**config.mk**
```make
export PLATFORM = sky130hd
export DESIGN_NAME = systolic_ctrl
export DESIGN_NICKNAME = d
export VERILOG_FILES = /design/src/rtl/systolic_ctrl_pkg.sv /design/src/rtl/systolic_ctrl_skew_line.sv /design/src/rtl/systolic_ctrl.sv
export SDC_FILE = /design/constraint.sdc
export NUM_CORES = 1
export LEC_CHECK = 0
export CORE_MARGIN = 2
export CORE_UTILIZATION = 40
export CTS_CLUSTER_DIAMETER = 150
export DETAILED_ROUTE_END_ITERATION = 8
export PLACE_DENSITY = 0.67
export REMOVE_ABC_BUFFERS = 1
export SKIP_LAST_GASP = 1
export SYNTH_ARGS = -nofsm -noshare
export SYNTH_HDL_FRONTEND = slang
export SYNTH_HIERARCHICAL = 1
export SYNTH_SLANG_ARGS = --single-unit
```
**constraint.sdc**
```tcl
create_clock -name clk -period 7.25 [get_ports clk]
set_input_delay 1.45 -clock clk [delete_from_list [all_inputs] [get_ports clk]]
set_output_delay 1.45 -clock clk [all_outputs]
set_load 0.1 [all_outputs]
```
**src/rtl/systolic_ctrl_pkg.sv**
```systemverilog
// systolic_ctrl_pkg: default array geometry, latency and sequencer state encoding for systolic_ctrl.
`ifndef DATASIZE
`define DATASIZE 8
`endif
`ifndef ARRAYWIDTH
`define ARRAYWIDTH 4
`endif
`ifndef ARRAYHEIGHT
`define ARRAYHEIGHT 4
`endif
`ifndef LAT
`define LAT (`ARRAYHEIGHT + `ARRAYWIDTH)
`endif
package systolic_ctrl_pkg;
  localparam int DEF_DATASIZE    = `DATASIZE;
  localparam int DEF_ARRAYWIDTH  = `ARRAYWIDTH;
  localparam int DEF_ARRAYHEIGHT = `ARRAYHEIGHT;
  localparam int DEF_NVEC_W      = 16;
  localparam int DEF_LAT         = `LAT;
  typedef enum logic [2:0] {IDLE, LOAD_W, STREAM, DRAIN, DONE} state_e;
endpackage

```
**src/rtl/systolic_ctrl_skew_line.sv**
```systemverilog
// skew_line: zero-reset delay line of DEPTH (>=1) registers, used for act skew, output deskew and tokens.
module skew_line #(
  parameter int DEPTH = 1,
  parameter int WIDTH = 8
)(
  input  logic             clk,
  input  logic             rst,
  input  logic [WIDTH-1:0] d_i,
  output logic [WIDTH-1:0] q_o
);
  logic [DEPTH-1:0][WIDTH-1:0] sr_q;
  always_ff @(posedge clk) begin
    if (!rst) sr_q <= '0;
    else begin
      sr_q[0] <= d_i;
      for (int k = 1; k < DEPTH; k++) sr_q[k] <= sr_q[k-1];
    end
  end
  assign q_o = sr_q[DEPTH-1];
endmodule

```
**src/rtl/systolic_ctrl.sv**
```systemverilog
// systolic_ctrl: weight-load, skewed activation streaming and result deskew for a weight-stationary array.
// Optional SYSTOLIC_CTRL_PERF_EN adds perf_cycles/perf_stall counters.
module systolic_ctrl
  import systolic_ctrl_pkg::*;
#(
  parameter int DATASIZE    = DEF_DATASIZE,
  parameter int ARRAYWIDTH  = DEF_ARRAYWIDTH,
  parameter int ARRAYHEIGHT = DEF_ARRAYHEIGHT,
  parameter int NVEC_W      = DEF_NVEC_W
)(
  input  logic                            clk,
  input  logic                            rst,
  input  logic                            start,
  input  logic [NVEC_W-1:0]               cfg_n_vec,
  input  logic                            cfg_keep_w,
  output logic                            busy,
  output logic                            done,
  input  logic                            w_valid,
  input  logic [DATASIZE*ARRAYWIDTH-1:0]  w_data,
  output logic                            w_ready,
  input  logic                            a_valid,
  input  logic [DATASIZE*ARRAYHEIGHT-1:0] a_data,
  output logic                            a_ready,
  output logic                            sa_write_weight_en,
  output logic [DATASIZE*ARRAYWIDTH-1:0]  sa_in_up_weight,
  output logic [DATASIZE*ARRAYHEIGHT-1:0] sa_in_left_act,
  input  logic [2*DATASIZE*ARRAYWIDTH-1:0] sa_out_sum,
  output logic                            res_valid,
  output logic [2*DATASIZE*ARRAYWIDTH-1:0] res_data
`ifdef SYSTOLIC_CTRL_PERF_EN
  ,
  output logic [31:0]                     perf_cycles,
  output logic [31:0]                     perf_stall
`endif
);
  localparam int LAT = ARRAYHEIGHT + ARRAYWIDTH;
  localparam int SW  = 2 * DATASIZE;
  localparam int CW  = $clog2(LAT + 1);
  state_e state_q, state_d;
  logic [NVEC_W-1:0] n_vec_q, n_vec_d, cnt_q, cnt_d;
  logic [CW-1:0] tmr_q, tmr_d;
  logic busy_q, done_q, w_ready_q, a_ready_q, res_valid_q, tok;
  logic [SW*ARRAYWIDTH-1:0] desk, res_data_q;
  logic w_beat, a_acc;
  assign w_beat = w_valid & w_ready_q;
  assign a_acc  = a_valid & a_ready_q;
  always_comb begin
    state_d = state_q;
    n_vec_d = n_vec_q;
    cnt_d   = cnt_q;
    tmr_d   = tmr_q;
    case (state_q)
      IDLE: if (start) begin
        n_vec_d = cfg_n_vec;
        cnt_d   = '0;
        tmr_d   = '0;
        state_d = !cfg_keep_w ? LOAD_W : (cfg_n_vec == '0) ? DONE : STREAM;
      end
      LOAD_W: if (w_beat) begin
        tmr_d = tmr_q + 1'b1;
        if (tmr_q == CW'(ARRAYHEIGHT - 1)) state_d = (n_vec_q == '0) ? DONE : STREAM;
      end
      STREAM: if (a_acc) begin
        cnt_d = cnt_q + 1'b1;
        if (cnt_q == n_vec_q - 1'b1) begin
          state_d = DRAIN;
          tmr_d   = '0;
        end
      end
      // one extra cycle so done follows the last result rather than coinciding with it
      DRAIN: begin
        tmr_d = tmr_q + 1'b1;
        if (tmr_q == CW'(LAT)) state_d = DONE;
      end
      DONE:    state_d = IDLE;
      default: state_d = IDLE;
    endcase
  end
  always_ff @(posedge clk) begin
    if (!rst) begin
      state_q   <= IDLE;
      n_vec_q   <= '0;
      cnt_q     <= '0;
      tmr_q     <= '0;
      busy_q    <= 1'b0;
      done_q    <= 1'b0;
      w_ready_q <= 1'b0;
      a_ready_q <= 1'b0;
    end else begin
      state_q   <= state_d;
      n_vec_q   <= n_vec_d;
      cnt_q     <= cnt_d;
      tmr_q     <= tmr_d;
      busy_q    <= state_d != IDLE;
      done_q    <= state_d == DONE;
      w_ready_q <= state_d == LOAD_W;
      a_ready_q <= state_d == STREAM;
    end
  end
  for (genvar i = 0; i < ARRAYHEIGHT; i++) begin : g_skew
    skew_line #(.DEPTH(i + 1), .WIDTH(DATASIZE)) u_skew (
      .clk (clk),
      .rst (rst),
      .d_i (a_acc ? a_data[DATASIZE*i +: DATASIZE] : '0),
      .q_o (sa_in_left_act[DATASIZE*i +: DATASIZE])
    );
  end
  for (genvar j = 0; j < ARRAYWIDTH; j++) begin : g_desk
    if (j < ARRAYWIDTH - 1) begin : g_dly
      skew_line #(.DEPTH(ARRAYWIDTH - 1 - j), .WIDTH(SW)) u_desk (
        .clk (clk),
        .rst (rst),
        .d_i (sa_out_sum[SW*j +: SW]),
        .q_o (desk[SW*j +: SW])
      );
    end else begin : g_thru
      assign desk[SW*j +: SW] = sa_out_sum[SW*j +: SW];
    end
  end
  skew_line #(.DEPTH(LAT), .WIDTH(1)) u_tok (
    .clk (clk),
    .rst (rst),
    .d_i (a_acc),
    .q_o (tok)
  );
  always_ff @(posedge clk) begin
    if (!rst) begin
      res_valid_q <= 1'b0;
      res_data_q  <= '0;
    end else begin
      res_valid_q <= tok;
      res_data_q  <= desk;
    end
  end
`ifdef SYSTOLIC_CTRL_PERF_EN
  logic [31:0] perf_cycles_q, perf_stall_q;
  always_ff @(posedge clk) begin
    if (!rst) begin
      perf_cycles_q <= '0;
      perf_stall_q  <= '0;
    end else if (state_q == IDLE && start) begin
      perf_cycles_q <= '0;
      perf_stall_q  <= '0;
    end else begin
      if (busy_q && !(&perf_cycles_q)) perf_cycles_q <= perf_cycles_q + 1'b1;
      if (state_q == STREAM && !a_valid && !(&perf_stall_q)) perf_stall_q <= perf_stall_q + 1'b1;
    end
  end
  assign perf_cycles = perf_cycles_q;
  assign perf_stall  = perf_stall_q;
`endif
  assign busy               = busy_q;
  assign done               = done_q;
  assign w_ready            = w_ready_q;
  assign a_ready            = a_ready_q;
  assign sa_write_weight_en = w_beat;
  assign sa_in_up_weight    = w_ready_q ? w_data : '0;
  assign res_valid          = res_valid_q;
  assign res_data           = res_data_q;
endmodule
```
======== After elaboration in Yosys (flattened, before gate mapping) ========
Cells that the tools add are included.
cells by class
  eq/ne operators ......................... 13
  reductions and logical operators ........ 10
  mux-type cells .......................... 19
  add/subtract/negate cells ............... 3
  bitwise logic cells ..................... 2
operators by type and width
  operator               number
  $logic_not 16->1       2
  $mux 16                2
  $mux 32                1
  $pmux 16 s2            1
  $mux 3                 9
  $add 16x1->16 const B  1
  $eq 16x16->1           1
  $mux 4                 4
  $pmux 4 s4             1
  $sub 16x1->16 const B  1
  $pmux 3 s4             1
  $eq 3x2->1 const B     3
  $ne 2x2->1 const B     4
  $eq 3x1->1 const B     2
  $reduce_and 5->1       1
  $add 4x1->4 const B    1
  $eq 4x2->1 const B     1
  $eq 4x4->1 const B     1
  $reduce_and 2->1       2
  $reduce_bool 4->1      1
  $eq 3x3->1 const B     1
  $logic_not 3->1        1
  $reduce_and 3->1       1
  $reduce_bool 3->1      1
  2 further kinds        3
storage, ports and cells
  output and inout bits ................... 134
  word-level logic and storage cells ...... 81
  bits in registers ....................... 292

======== Longest topological paths before layout ========
Gate-level depths: netlist of run 1.
  depth in word-level cells ............... 6
  gate-level depth with buffers ........... 10
  mapped depth without buffers ............ 9

======== Modules after synthesis ========
Netlist of run 1, hierarchy kept.
modules (own cells, without submodules)
  module                              instances  cells each  area each (um2)
  systolic_ctrl                       1          533         4733.3
  skew_line (g_desk[0].g_dly.u_desk)  1          117         1451.4
  skew_line (g_desk[1].g_dly.u_desk)  1          83          1016.0
  skew_line (g_skew[3].u_skew)        1          75          955.9
  skew_line (g_skew[2].u_skew)        1          58          735.7
  skew_line (g_skew[1].u_skew)        1          41          506.7
  skew_line (g_desk[2].g_dly.u_desk)  1          33          446.7
  skew_line (g_skew[0].u_skew ...)    2          16          210.2

======== Worst setup path after synthesis of run 1 ========
No wires, ideal clock.
  kind .................................... input-to-output
  start ................................... in w_valid
  end ..................................... out sa_write_weight_en
  slack ................................... 3.583 ns
  stages on the path ...................... 1
  data arrival time ....................... 2.217 ns
  buffers on the path ..................... 0
  cell sequence ........................... and2_1
on the way
  word-level cells in the longest chain between the ends .. 1
ends and longest elaborated chain
  element      line                 RTL
  from (decl)  systolic_ctrl.sv:18  input logic w_valid,
  $and 1x1->1  systolic_ctrl.sv:45  assign w_beat = w_valid & w_ready_q;
  to (decl)    systolic_ctrl.sv:24  output logic sa_write_weight_en,
Every way passes these cells.

======== Worst setup path after layout of run 1 ========
Ends and elaborated chain as after synthesis.

==> results of run 1 <==
report_power, final:
| group | switching [mW] | internal [mW] |
|---|---|---|
| clock network | 0.599 | 0.943 |
| registers | 0.0231 | 1.65 |
| logic | 0.274 | 0.176 |
| total | 0.896 | 2.77 |
cells by family after synthesis:
family	Yosys count
AOI/OAI and AO/OA	66
xor gates and xnor gates	31
adders and majority gates	4
buffers and inverters	114
DFF	292
muxes	2
and+or+nand+nor	463
cells in the mapped netlist, drive strengths merged, types with 5 or more instances:
cell type / count
or4: 5
a21boi: 17
nor2: 23
nor4: 9
buf: 69
inv: 11
nand2: 51
and2: 285
clkbuf: 34
nand3: 16
dfxtp: 292
nor2b: 5
o21ai: 14
and3: 35
xor2: 14
a21oi: 8
xnor2: 17
nor3: 11
or3: 5
sequential cells by signal, summed over array words and instances (netlist names):
register and cells:
res_data 64, cnt_q 16, u_tok/sr_q 7, tmr_q 4, state_q 3, busy 1, a_ready 1, w_ready 1
g_desk.g_dly.u_desk/q_o 48, n_vec_q 16, g_skew.u_skew/q_o 32, res_valid 1, u_tok/q_o 1, done 1, g_skew.u_skew/sr_q 48, g_desk.g_dly.u_desk/sr_q 48
critical path: stages:
cell and delay [ns]:
clkdlybuf4s50_1 0.48, and2_1 0.17, clkdlybuf4s50_1 1.15
cell type report:
type	instances	area, um^2	share of cell area (%)
clock buffers	47	925	6.66
clock inverters	7	110	0.793
inverters	11	41.3	0.297
multi-input cells	566	3710	26.7
flip-flops and latches	292	5850	42.1
well taps	330	413	2.97
repair buffers	285	2850	20.5
per-stage QoR:
| step | utilization, % | worst slack [ns] | instances |
|---|---|---|---|
| 2_1_floorplan | - | 3.58 | 869 |
| 3_3_place_gp | 51.1 | 2.54 | 1484 |
| 3_5_place_dp | 51.1 | 2.55 | 1484 |
| 4_1_cts | 55.2 | 2.54 | 1538 |
| 5_1_grt | 55.2 | 2.50 | 1538 |
| 6_report | 55.2 | 2.55 | 1538 |
routing by layer:
layer | global-route usage [%] | vias up | routed length [um]
met3 | 5.00 | 31 | 2190
met4 | 3.43 | 0 | 312
li1 | - | 3499 | -
met1 | 16.9 | 3073 | 8430
met2 | 25.4 | 237 | 9480
met5 | 0 | - | 0
worst max-delay path by stage:
stage               startpoint             endpoint  slack [ns]  cells past startpoint
global placement    w_data[28]  sa_in_up_weight[28]        2.54                      3
detailed placement  w_data[28]  sa_in_up_weight[28]        2.55                      3
floorplan              w_valid   sa_write_weight_en        3.58                      1
finish                 w_valid   sa_write_weight_en        2.55                      3
global route           w_valid   sa_write_weight_en        2.50                      3
CTS                    w_valid   sa_write_weight_en        2.54                      3
==> metrics.md, run 1 <==
| Metric | Value |
|---|---|
| Status | `completed` |
| Commonest non-fill, non-tap cell in the layout | `dfxtp_1` |
| GRT Overall Usage | `approximately 14%` |
| Max clock buf depth | `3` |
| Total die area | `roughly 0.027 mm^2` |
| Setup repair bufs after CTS | `0` |
| First-pass DRT Iterations | `4` |
| Power per cell area | `around 260 mW/mm^2` |
| Ant. Diodes | `0` |
| Internal reg-to-reg setup slack | `roughly 4.7 ns` |
| FP Rows | `58` |
| Via-per-instance ratio | `about 4.4` |
| Top_reg_cell synth | `dfxtp_1` |
| Power Total | `3.67 mW` |
| Mux cell area share after synthesis | `less than 1%` |
| Main combinational cell family by area after synthesis | `simple AND/OR/NAND/NOR gates` |
| Area Overhead vs Synth | `35.3%` |
| Max Cap Viol | `0` |
| Fill cells | `approximately 2,200` |
| IO Count | `about 280` |
| Finished Cell Area | `between 0.01 and 0.015 mm^2` |
| Inserted Clock Buffers | `30` |
| Top cell type by total area after synthesis | `dfxtp_1` |
| Sink Count | `about 290` |
| Yosys warnings | `6` |
| Final setup fails | `0` |
| Crit-path max FO | `3` |
| Insertion delay of the later-clocked pin in the worst-skew pair | `roughly 0.55 ns` |
| Critical path class | `primary input to primary output` |
| Fin. Hold Viols | `0` |
| Slew headroom | `between 30 and 40%` |
| Gr ovfl total | `0` |
| Initial antenna violation count | `0` |
| #FFs+latches synth | `between 200 and 300` |
| Residual DRC count | `0` |
| Top-area cell type share of the netlist area | `56.9%` |
| Worst-path clk slew | `0.06 ns` |
| Gp weighted congestion | `0.783` |
| Sequential fraction of the synthesis area | `~57%` |
| Per-cell routed wire length | `about 13 um` |
| Compound-Gate Fraction of Synth Area | `4.81%` |
| Die Wd | `between 150 and 200 um` |
| CORE AREA | `0.0252 mm^2` |
| Hold Path End | `u_tok/sr_q[5]$_SDFF_PN0_` |
| Most frequent cells in the layout | `dfxtp_1, clkdlybuf4s50_1, and2_1` |
| Post-CTS Hold Fix Bufs | `0` |
| Placed inst area | `between 0.01 and 0.015 mm^2` |
| DRT iter0 DRCs | `between 200 and 250` |
| RSZ-0062 raised after global routing | `false` |
| Hold crit path type | `register to register` |
| Async set-reset flop share out of synthesis | `0%` |
| Nets | `1,340` |
| Min cycle time layout | `roughly 4.7 ns` |
| Tcrit/Tclk final | `around two thirds` |
| Largest net degree at the start of global routing | `170` |
| Layout cells sized above 1 | `between 10% and 20%` |
| DR vias | `just under 7,000` |
| Vias in the first global route | `between 6,000 and 7,000` |
| Max Slew Vio Count | `0` |
| Synth Area in Simple Gates | `28.0%` |
| Critical path launch point type | `primary input` |
| CTS tree | `built` |
| Clock root buffer | `clkbuf_16` |
| R2r startpoint | `n_vec_q[3]$_SDFFE_PN0P_` |
| Worst path arrival time | `between 3 and 4 ns` |
| Peak supply drop | `~160 uV` |
| WHS | `approximately 0.43 ns` |
| Worst reg2reg path endpoint | `tmr_q[2]$_SDFFE_PN0P_` |
| Dominant cells by area after synthesis | `dfxtp_1, and2_1, and2_2` |
| Total wire length | `roughly 20,000 um` |
| Antenna-violating nets left | `0` |
| Synth Area in Adders | `0.488%` |
| Worst hold start | `u_tok/sr_q[4]$_SDFF_PN0_` |
| Critical path required time | `approximately 5.8 ns` |
| Netlist cell types | `54` |
| Synthesized cell area | `between 0.01 and 0.015 mm^2` |
| Cts repair resizes | `0` |
| Die height | `around 160 um` |
| Post-DP HPWL | `14,000 um` |
| Worst hold stages | `1` |
| Max Fclk | `213 MHz` |
| Mapped Cells | `roughly 1,000` |
| Worst r2r path cells | `7` |
| Leakage power | `roughly 5.6 nW` |
| First-pass GRT wire length | `approximately 32,000 um` |
| Slew @ Worst Pin | `1.04 ns` |
| Setup TNS | `0 ns` |
| Post-synth EDFFs | `0` |
| Starting Density | `roughly two fifths` |
| Port Buf Inserts | `roughly 280` |
| Worst Skew | `around 0.0056 ns` |
| Mean Syn Cell Area | `between 10 and 15 um^2` |
| H-tree depth | `1` |
| Setup crit end kind | `primary output` |
| Xor/xnor share of the synthesized area | `under 10%` |
(Power assumes the default switching activity.)
==> inputs of run 2 (changes only) <==
--- a/config.mk
+++ b/config.mk
@@ -9,7 +9,7 @@
 export CORE_UTILIZATION = 40
 export CTS_CLUSTER_DIAMETER = 150
 export DETAILED_ROUTE_END_ITERATION = 8
-export PLACE_DENSITY = 0.67
+export PLACE_DENSITY = 0.69
 export REMOVE_ABC_BUFFERS = 1
 export SKIP_LAST_GASP = 1
 export SYNTH_ARGS = -nofsm -noshare
==> constraint.sdc (replaced) <==
create_clock -name clk -period 3.99 [get_ports clk]
set_input_delay 0.798 -clock clk [delete_from_list [all_inputs] [get_ports clk]]
set_output_delay 0.798 -clock clk [all_outputs]
set_load 0.1 [all_outputs]
==> run 2 against run 1 <==
Via count is 0.25% higher. Sequential cell count stayed put. Final cell count is 0.13% higher. Worst hold slack worse by 0.0021 ns. Combinational power is 81% higher. Sequential share of layout area is 0.064 points lower. Clock skew is 0.0020 ns higher. Core utilization is 0.084 points higher. Cell area is 0.15% higher. Clock-buffer cell count is 10 lower.
==> metrics.md, run 2 (synthesis results as in run 1) <==
| Metric | Value |
|---|---|
| FP Rows | `just under 60` |
| Residual DRC count | `0` |
| Port Buf Inserts | `283` |
| First-pass GRT wire length | `roughly 32,000 um` |
| Ant. Diodes | `0` |
| Flip-flop count of the largest register after layout | `64` |
| First-pass DRT Iterations | `4` |
| Die Wd | `164 um` |
| Starting Density | `~41%` |
| Critical path required time | `around 3.2 ns` |
| DR vias | `between 6,000 and 7,000` |
| Max Cap Viol | `0` |
| CORE AREA | `about 0.025 mm^2` |
| Nets | `1,344` |
| Post-DP HPWL | `14,100 um` |
| Slew headroom | `between 30% and 40%` |
| Layout cells sized above 1 | `18.6%` |
| Total wire length | `approximately 20,000 um` |
| H-tree depth | `1` |
| Buf+Inv Stages, Crit Path | `1` |
| Setup repair bufs after CTS | `0` |
| CTS tree | `built` |
| Initial antenna violation count | `0` |
| Core Util, Final | `approximately 55%` |
| GRT Overall Usage | `between 10% and 20%` |
| Cell Count, Final, Fillers Out | `approximately 1,500` |
| Status | `completed` |
| Placed cells | `around 1,500` |
| Largest net degree at the start of global routing | `roughly 100` |
| Setup WS pre-CTS | `approximately 0.76 ns` |
| Max Slew Vio Count | `0` |
| Crit-path max FO | `1` |
| Inserted Clock Buffers | `30` |
| Min cycle time layout | `approximately 2.8 ns` |
| Setup crit end kind | `primary output` |
| Insertion delay of the later-clocked pin in the worst-skew pair | `about 0.53 ns` |
| Setup TNS | `0 ns` |
| Most frequent cells in the layout | `dfxtp_1, clkdlybuf4s50_1, and2_1` |
| Final WS setup | `approximately 1.2 ns` |
| Crit-path cells | `clkdlybuf4s50_1` |
| Commonest non-fill, non-tap cell in the layout | `dfxtp_1` |
| Via-per-instance ratio | `around 4.5` |
| Worst path arrival time | `between 2 and 2.5 ns` |
| Critical path launch point type | `register` |
| Total die area | `around 0.027 mm^2` |
| Cts repair resizes | `0` |
| Critical path class | `register to primary output` |
| Antenna-violating nets left | `0` |
| Leakage power | `5.69 nW` |
| Sink Count | `292` |
| Per-cell routed wire length | `approximately 13 um` |
| Tcrit/Tclk final | `a little over two thirds` |
| Fill cells | `roughly 2,200` |
| Worst Skew | `~0.0076 ns` |
| Worst path max stage delay | `about 1.1 ns` |
| Die height | `~160 um` |
| RSZ-0062 raised after global routing | `false` |
| Hold crit path type | `register to register` |
| Vias in the first global route | `between 6,000 and 7,000` |
| Max Fclk | `between 300 and 400 MHz` |
| Max clock buf depth | `3` |
| Gr ovfl total | `0` |
| IO Count | `284` |
| Top cell family by delay on the critical path | `buffers and inverters` |
| DRT iter0 DRCs | `approximately 310` |
| Worst path slowest cell | `clkdlybuf4s50_1` |
| Final setup fails | `0` |
| Area Overhead vs Synth | `35.5%` |
| Worst-path clk slew | `0.06 ns` |
| Fin. Hold Viols | `0` |
| Slew @ Worst Pin | `between 1 and 1.5 ns` |
| Gp weighted congestion | `between 0.8 and 0.9` |
| Power per cell area | `~500 mW/mm^2` |
| Clock root buffer | `clkbuf_16` |
| Peak supply drop | `roughly 350 uV` |
| Post-CTS Hold Fix Bufs | `0` |
[run 2: cell count changes in the layout (fill, tap and decap cells not counted), sizes merged]
cell / before / now
clkinvlp: 0 / 2
buf: 3 / 42
clkbuf: 47 / 37
clkdlybuf4s50: 282 / 247
bufinv: 2 / 7
inv: 11 / 12
[run 2: per-layer routing]
| layer | share of wire (%) | wire length [um] | track usage, % | vias up |
|---|---|---|---|---|
| met1 | 42 | 8660 | 17.7 | 3064 |
| li1 | - | - | - | 3519 |
| met4 | 2.3 | 478 | 4.43 | 0 |
| met5 | 0 | 0 | 0 | - |
| met2 | 45 | 9110 | 24.2 | 240 |
| met3 | 10 | 2140 | 4.90 | 34 |
[run 2: report_power, final]
group / internal (mW) / total, mW / switching, mW
Sequential: 3.00 / 3.05 / 0.0424
Combinational: 0.319 / 0.815 / 0.496
Clock: 1.93 / 3.03 / 1.10
Total: 5.26 / 6.89 / 1.64
[run 2: metrics by stage]
| stage | cell area (um^2) | total power, mW | hold WS, ns |
|---|---|---|---|
| 2_1_floorplan | 9600 | 3.61 | 0.406 |
| 3_3_place_gp | 12800 | 3.92 | 0.410 |
| 3_5_place_dp | 12800 | 3.93 | 0.417 |
| 4_1_cts | 13900 | 6.99 | 0.427 |
| 5_1_grt | 13900 | 7.15 | 0.440 |
| 6_report | 13900 | 6.89 | 0.424 |
[run 2: cell type report]
cell class              instances  area, um^2  area share (%)
clock buffers                  37         838            6.03
flip-flops and latches        292        5850            42.0
multi-input cells             566        3710            26.7
clock inverters                15         263            1.89
well taps                     330         413            2.97
repair buffers                289        2800            20.2
inverters                      11        41.3           0.297
[run 2: final timing paths]
kind | from | end | slack, ns | cells past startpoint
max | res_data[62]$_SDFF_PN0_ | res_data[62] | 1.17 | 1
min | u_tok/sr_q[2]$_SDFF_PN0_ | u_tok/sr_q[3]$_SDFF_PN0_ | 0.42 | 1
max reg2reg | n_vec_q[0]$_SDFFE_PN0P_ | tmr_q[2]$_SDFFE_PN0P_ | 1.46 | 9
min reg2reg | u_tok/sr_q[2]$_SDFF_PN0_ | u_tok/sr_q[3]$_SDFF_PN0_ | 0.42 | 1
==> inputs of run 3 (changes only) <==
==> constraint.sdc (replaced) <==
create_clock -name clk -period 2.5 [get_ports clk]
set_input_delay 0.5 -clock clk [delete_from_list [all_inputs] [get_ports clk]]
set_output_delay 0.5 -clock clk [all_outputs]
set_load 0.1 [all_outputs]
==> run 3 against run 2 <==
Total power is 57% higher. Via count increased by 0.85%. First-iteration DRC count grew 16%. Clock skew is 0.0020 ns higher. Critical path depth up 6. Sequential power increased by 59%. Combinational power increased by 74%. Wire length increased by 2.8%. Sequential share of layout area fell by 0.80 points. Critical path type is now register to register. Non-clock buffer count increased by 13. Cell area up 2.0%. Worst hold slack worse by 0.081 ns.
==> metrics.md, run 3 (synthesis results as in run 1) <==
| Metric | Value |
|---|---|
| IO Count | `approximately 280` |
| Inserted Clock Buffers | `30` |
| Power Total | `10.8 mW` |
| CORE AREA | `~0.025 mm^2` |
| RSZ-0062 raised after global routing | `true` |
| Clock root buffer | `clkbuf_16` |
| Setup repair bufs after CTS | `0` |
| DR vias | `~6,900` |
| Layout cells sized above 1 | `between 20 and 30%` |
| Slew @ Worst Pin | `about 0.48 ns` |
| Most frequent cells in the layout | `dfxtp_1, and2_1, clkdlybuf4s50_1` |
| Fin. Hold Viols | `0` |
| Per-cell routed wire length | `13.5 um` |
| Critical path class | `register to register` |
| H-tree depth | `1` |
| Die Wd | `about 160 um` |
| Setup crit end kind | `register` |
| Antenna-violating nets left | `0` |
| Nets | `about 1,400` |
| Slew headroom | `about two thirds` |
| Clock power share | `between 40% and 50%` |
| Worst path arrival time | `roughly 2.8 ns` |
| Ant. Diodes | `0` |
| Cell Count, Final, Fillers Out | `1,556` |
| First-pass DRT Iterations | `4` |
| Max Slew Vio Count | `0` |
| Tcrit/Tclk final | `94.5%` |
| Min cycle time layout | `2.36 ns` |
| Internal reg-to-reg setup slack | `around 0.14 ns` |
| Largest net degree at the start of global routing | `between 100 and 150` |
| Insertion delay of the later-clocked pin in the worst-skew pair | `between 0.5 and 0.6 ns` |
| Worst reg2reg path endpoint | `tmr_q[2]$_SDFFE_PN0P_` |
| Area Overhead vs Synth | `38.2%` |
| Reg power frac | `approximately 45%` |
| Sw Ratio | `around 25%` |
| Crit. path cell count | `7` |
| Total die area | `0.0270 mm^2` |
| DRT iter0 DRCs | `between 300 and 400` |
| Status | `completed` |
| Final setup fails | `0` |
| First-pass GRT wire length | `~33,000 um` |
| WHS | `~0.34 ns` |
| Worst setup endpoint | `tmr_q[2]$_SDFFE_PN0P_` |
| Total wire length | `approximately 21,000 um` |
| Comb pwr share | `between 10% and 20%` |
| Placed cells | `~1,500` |
| Buf+Inv Stages, Crit Path | `0` |
| Port Buf Inserts | `roughly 280` |
| Leakage power | `6.02 nW` |
| Max Fclk | `approximately 420 MHz` |
| Pint | `a little over 8 mW` |
| GRT Overall Usage | `about 15%` |
| Worst path slowest cell | `or4_4` |
| Via-per-instance ratio | `about 4.4` |
| Final WS setup | `~0.14 ns` |
| Starting Density | `40.8%` |
| FP Rows | `58` |
| Max clock buf depth | `3` |
| Gp weighted congestion | `just under 0.9` |
| CTS tree | `built` |
| Commonest non-fill, non-tap cell in the layout | `dfxtp_1` |
| CP startpoint | `n_vec_q[7]$_SDFFE_PN0P_` |
| Setup WS pre-CTS | `about 0.036 ns` |
| Worst path max stage delay | `a little under 0.6 ns` |
| Die height | `roughly 160 um` |
| Top cell family by delay on the critical path | `simple AND/OR/NAND/NOR gates` |
| Worst Skew | `between 0.009 and 0.01 ns` |
| Switching power | `2.66 mW` |
| Critical path launch point type | `register` |
| Critical path required time | `around 2.9 ns` |
| Vias in the first global route | `around 6,500` |
| Sink Count | `approximately 290` |
| Flip-flop count of the largest register after layout | `64` |
| Residual DRC count | `0` |
| Max Cap Viol | `0` |
| Post-DP HPWL | `roughly 15,000 um` |
| Power per cell area | `~760 mW/mm^2` |
| Worst r2r path cells | `7` |
| Initial antenna violation count | `0` |
| Gr ovfl total | `0` |
| Crit-path max FO | `8` |
| Core Util, Final | `between 50% and 60%` |
| Hold crit path type | `primary input to register` |
| Worst-path clk slew | `~0.07 ns` |
| R2r startpoint | `n_vec_q[7]$_SDFFE_PN0P_` |
| Crit-path cells | `or4_4, nor4_1, o32ai_2, o21ba_2, and3b_1, a31oi_4, o221a_1` |
| Peak supply drop | `between 500 and 600 uV` |
run 3: cell types whose count changed in the layout (fill, tap and decap cells not counted), sizes merged:
cell / before / now
clkinvlp: 2 / 3
clkinv: 5 / 7
buf: 42 / 154
bufinv: 7 / 3
clkbuf: 37 / 41
clkdlybuf4s50: 247 / 148
run 3: repair_timing:
item | CTS | global route
resized for setup | 0 | 8
setup endpoints to repair | 0 | 7
hold buffers | 0 | 0
run 3: layout make-up:
class | count | area, um^2
Clock buffer | 41 | 872
Clock inverter | 14 | 171
Fill cell | 2197 | 11000
Inverter | 11 | 41.3
Multi-Input combinational cell | 566 | 3750
Sequential cell | 292 | 5850
Tap cell | 330 | 413
Timing Repair Buffer | 302 | 3090
run 3: metal layers:
metal  vias to the layer above  GRT usage (%)  wire (um)
met3                        31           5.08       2310
met4                         0           3.67        395
li1                       3533              -          -
met5                         -              0          0
met1                      3104           18.0       8780
met2                       247           25.4       9480
run 3: power groups by stage:
stage	clock network [mW]	registers [mW]	logic, mW
6_report	4.52	4.85	1.42
5_1_grt	4.84	4.87	1.50
4_1_cts	4.66	4.85	1.41
3_5_place_dp	0	4.96	1.40
3_3_place_gp	0	4.95	1.39
2_1_floorplan	0	5.26	0.505
run 3: how the worst min path moves through the flow:
stage,start,to,cells after the start
after floorplan,g_desk[2].g_dly.u_desk/q_o[2]$_SDFF_PN0_,res_data[34]$_SDFF_PN0_,1
after global placement,g_desk[2].g_dly.u_desk/q_o[2]$_SDFF_PN0_,res_data[34]$_SDFF_PN0_,1
after detailed placement,g_desk[0].g_dly.u_desk/sr_q[30]$_SDFF_PN0_,g_desk[0].g_dly.u_desk/q_o[14]$_SDFF_PN0_,1
after CTS,rst,u_tok/sr_q[5]$_SDFF_PN0_,2
after global routing,rst,res_valid$_SDFF_PN0_,2
final,rst,res_valid$_SDFF_PN0_,2
run 3: metrics by stage:
stage          area [um^2]  TNS [ns]
3_5_place_dp         13100         0
5_1_grt              14200   -0.0153
6_report             14200         0
2_1_floorplan         9600    -11.68
4_1_cts              14100         0
3_3_place_gp         13100         0
